$ cat config.mk
export PLATFORM = sky130hd
export DESIGN_NAME = cook_timer
export DESIGN_NICKNAME = d
export VERILOG_FILES = /design/src/rtl/cook_timer.sv
export SDC_FILE = /design/constraint.sdc
export NUM_CORES = 1
export LEC_CHECK = 0
export ABC_AREA = 1
export BUFFER_PORTS_ARGS = -buffer_cell sky130_fd_sc_hd__buf_4
export CAP_MARGIN = 20
export CORE_ASPECT_RATIO = 0.7
export CORE_MARGIN = 3
export CORE_UTILIZATION = 62
export DETAILED_ROUTE_END_ITERATION = 12
export PLACE_DENSITY = 0.95
export SYNTH_ARGS = -nofsm -noshare
export SYNTH_HDL_FRONTEND = slang
export SYNTH_SLANG_ARGS = --single-unit
$ cat constraint.sdc
create_clock -name clk -period 5 [get_ports clk]
set_input_delay 0.75 -clock clk [delete_from_list [all_inputs] [get_ports clk]]
set_output_delay 0.75 -clock clk [all_outputs]
set_load 0.02 [all_outputs]
$ cat src/rtl/cook_timer.sv
// cook_timer: microwave MM:SS BCD cook-time entry register and once-per-second countdown.
// Ports:
//   clk, resetn (async active-low), clearn (sync active-low clear)
//   key_valid/key_digit: keypad strobe and BCD digit, shifted in from the right
//   magnetron_on: cooking enable from the magnetron latch
//   min_tens/min_ones/sec_tens/sec_ones: current time digits
//   timer_done: registered "time is 00:00"; done_pulse: one cycle at countdown expiry
module cook_timer #(
  parameter int TICKS_PER_SEC = 1000
) (
  input  logic       clk,
  input  logic       resetn,
  input  logic       clearn,
  input  logic       key_valid,
  input  logic [3:0] key_digit,
  input  logic       magnetron_on,
  output logic [3:0] min_tens,
  output logic [3:0] min_ones,
  output logic [3:0] sec_tens,
  output logic [3:0] sec_ones,
  output logic       timer_done,
  output logic       done_pulse
);
  localparam int PW = $clog2(TICKS_PER_SEC);
  typedef enum logic [1:0] {IDLE, READY, RUN} state_t;
  state_t state;
  logic [PW-1:0] pre, pre_n;
  logic [15:0] tm, nxt, dec_t;
  logic key_ok, run, dec, s_b;
  assign tm = {min_tens, min_ones, sec_tens, sec_ones};
  assign key_ok = key_valid && key_digit <= 4'd9 && !magnetron_on;
  // state != IDLE mirrors "time is nonzero", so counting starts on the first cycle magnetron_on is seen
  assign run = magnetron_on && state != IDLE;
  assign s_b = sec_ones == 4'd0 && sec_tens == 4'd0;
  always_comb begin
    dec_t[3:0]   = sec_ones != 4'd0 ? sec_ones - 4'd1 : 4'd9;
    dec_t[7:4]   = sec_ones != 4'd0 ? sec_tens : (sec_tens != 4'd0 ? sec_tens - 4'd1 : 4'd5);
    dec_t[11:8]  = s_b ? (min_ones != 4'd0 ? min_ones - 4'd1 : 4'd9) : min_ones;
    dec_t[15:12] = s_b && min_ones == 4'd0 ? min_tens - 4'd1 : min_tens;
  end
  always_comb begin
    nxt = tm;
    pre_n = pre;
    dec = 1'b0;
    if (!clearn) begin
      nxt = '0;
      pre_n = '0;
    end else if (key_ok) begin
      nxt = {tm[11:0], key_digit};
      pre_n = '0;
    end else if (run) begin
      dec = pre == PW'(TICKS_PER_SEC - 1);
      pre_n = dec ? '0 : pre + PW'(1);
      nxt = dec ? dec_t : tm;
    end
  end
  always_ff @(posedge clk or negedge resetn) begin
    if (!resetn) begin
      {min_tens, min_ones, sec_tens, sec_ones} <= '0;
      pre <= '0;
      state <= IDLE;
      timer_done <= 1'b1;
      done_pulse <= 1'b0;
    end else begin
      {min_tens, min_ones, sec_tens, sec_ones} <= nxt;
      pre <= pre_n;
      state <= nxt == '0 ? IDLE : (magnetron_on ? RUN : READY);
      timer_done <= nxt == '0;
      done_pulse <= dec && nxt == '0;
    end
  end
endmodule

==> out/metrics.cfg <==
[finish]
layout.nets = 347
final_common_cell = nand2_1
drive_gt1_share_pct = 20.06
design_area_mm2 = 0.002404
syn2layout_area_growth_pct = 15.24
diodes = 0
fin_cells = 370
final_cell_mix = 75 x nand2_1, 55 x inv_1, 31 x nand3_1
num-fill-cells = 222

[floorplanning]
initial_core_util_pct = 69.46
io_pins = 27
die_h_um = 54.53
dieArea_mm2 = 0.004107
core_mm2 = 0.003003
die_width_um = 75.33
row_count = 16

[route]
via_per_inst = 5.765
vias = 2133
drt_iter0_drc = 304
drt-total-wl_um = 5062
ant_nets = 0
first_pass_iters = 5
drc = 0
wire_per_inst_um = 13.68

[clocking]
cts_resized = 0
clockBufferDepth = 2
numCtsBuffers = 5
postCtsSetupBuffers = 0
htreeDepth = 2
clk_latency_ns = 0.28
clock_sinks = 30
cts_tree = yes
clk_pin_slew_ns = 0.06
cts_root_buffer = clkbuf_8
ctsHoldBuffers = 0

[power]
powerDensity_mw_per_mm2 = 263.8
total_power_mw = 0.6340
p_leak_nw = 1.352
peakVddDrop_uv = 208.8

[status]
status = finished, final reports clean

[yosys]
syn-num-nets = 317
synth_ff_type = dfrtp_1
async_flop_share_pct = 100.0
synth.cell_area_mm2 = 0.002086
synth_warnings = 0
synth_mux_area_share_pct = 0
synth_fa_ha_area_share_pct = 2.999
synth_top_family_by_area = simple AND/OR/NAND/NOR gates
synth-seq-cells = 30
syn-instance-count = 303
synth_compound_area_share_pct = 9.238
synth_xor_xnor_area_share_pct = 1.260
postSynthAreaPerCell_um2 = 6.884
synth-simple-area-share_pct = 38.45
synth.distinct_cells = 30
synth_edf_count = 0
seq_area_frac_synth_pct = 36.05

[sta]
timing.hold.ws_ns = 0.3774
fin_skew_ns = 0.002945
worst_pin_slew_ns = 0.7606
grt_setup_unrepaired = false
max_freq_ghz = 0.3664
fin_crit_ns = 2.729
finalCritPeriodShare_pct = 54.58
finalSetupViolations = 0
drv_slew = 0
final.setup.tns_ns = 0
finalHoldViolations = 0
max-slew-margin-rel_pct = 49.17

[worst_setup_path]
cp.arrival_ns = 2.89
path_buf_inv = 2
cp_max_fo = 25
crit_chain = buf_4, nor2_1, nor2_1, nor2_1, nand2_1, inv_2, nor2_2, nand2_1, nand2_1, nor3_1, nand2_1, xor2_1, nor2_1
endpoint_kind = flip-flop
cp.required_ns = 5.16
crit_path_max_incr_delay_ns = 0.45
start_kind = input port
worst_path_max_delay_cell = nand2_1
path_class = input port to flip-flop
crit_family = simple AND/OR/NAND/NOR gates

[placement]
place_inst = 362
io_buffers = 26
gp_congestion = 0.9643
placed_area_mm2 = 0.002308
dp_hpwl_um = 3852

[grt]
grt_max_degree = 31
grt_antenna_before_repair = 0
grt_overflow = 0
grt_pass1_wl_um = 8714
track_usage_pct = 28.52
grt_pass1_vias = 1969

[min_path]
hp-class = input port to asynchronous set/reset pin

[flow_run]
max_cap_viol_count = 0

kinds of logic after synthesis:
| group | Yosys count |
|---|---|
| compound gates | 33 |
| flops | 30 |
| fa+ha+maj | 5 |
| buf+inv | 65 |
| xor+xnor | 3 |
| simple gates | 167 |
flip-flops by register name (all words and copies together), names as in the netlist:
name and count:
timer_done 1, sec_ones 4, min_tens 4, done_pulse 1
min_ones 4, sec_tens 4, state 2, pre 10
per-stage QoR:
| stage | util, % | setup slack, ns |
|---|---|---|
| final | 80.04 | 2.271 |
| after global routing | 80.04 | 2.032 |
| after CTS | 80.04 | 2.376 |
| after detailed placement | 76.88 | 2.079 |
| after global placement | 76.88 | 2.268 |
| after floorplan | - | 2.981 |
layer usage:
metal / wire (µm) / vias up / part of all wire [%] / GRT usage (%)
met1: 2272 / 951 / 45 / 39.06
li1: - / 1021 / - / -
met4: 70 / 0 / 1.4 / 6.105
met5: 0 / - / 0 / 0
met3: 610 / 13 / 12 / 10.64
met2: 2108 / 148 / 42 / 43.27
path summary, 6_finish.rpt:
path / start / endpoint / slack [ns] / depth (start not counted)
worst max-delay path: key_digit[1] / pre[7] / 2.27 / 13
worst min-delay path: resetn / pre[3] / 0.38 / 1
worst max register to register: sec_ones[0] / done_pulse / 2.67 / 16
worst min register to register: pre[0] / pre[0] / 0.55 / 1
max in group asynchronous: resetn / timer_done / 4.32 / 1
min in group clk: pre[0] / pre[0] / 0.55 / 1
cell type report:
type	instances	area (µm²)	area share, %
clock buffer	6	82.58	3.436
clock inverter	2	12.51	0.5206
sequential	30	752.0	31.29
timing repair buffer	26	195.2	8.121
multi-input combinational	208	1084	45.08
tap	36	45.04	1.874
inverter	62	232.7	9.682
synth_stat cells (2+ instances only):
library cell | number | share of area, %
nor2_2 | 9 | 2.7
nand3_2 | 2 | 0.96
o21ai_2 | 2 | 0.84
a21oi_1 | 13 | 3.1
nor2_1 | 22 | 4.0
nand3b_1 | 3 | 1.1
inv_2 | 7 | 1.3
inv_1 | 55 | 9.9
nor2_4 | 3 | 1.6
xor2_1 | 3 | 1.3
nand3_1 | 31 | 7.4
a32o_1 | 2 | 0.96
nand4_1 | 6 | 1.8
nor3b_1 | 3 | 1.1
dfrtp_1 | 29 | 35
ha_1 | 5 | 3.0
buf_2 | 2 | 0.48
nand2_2 | 6 | 1.8
nand2_1 | 75 | 13
o21ai_0 | 12 | 2.9
nor3_1 | 4 | 0.96
report_power, final:
part,switching (mW),internal [mW]
combinational,0.0996,0.0538
sequential,0.0178,0.260
clock,0.0926,0.110
Power figures use the tool's default switching activity.
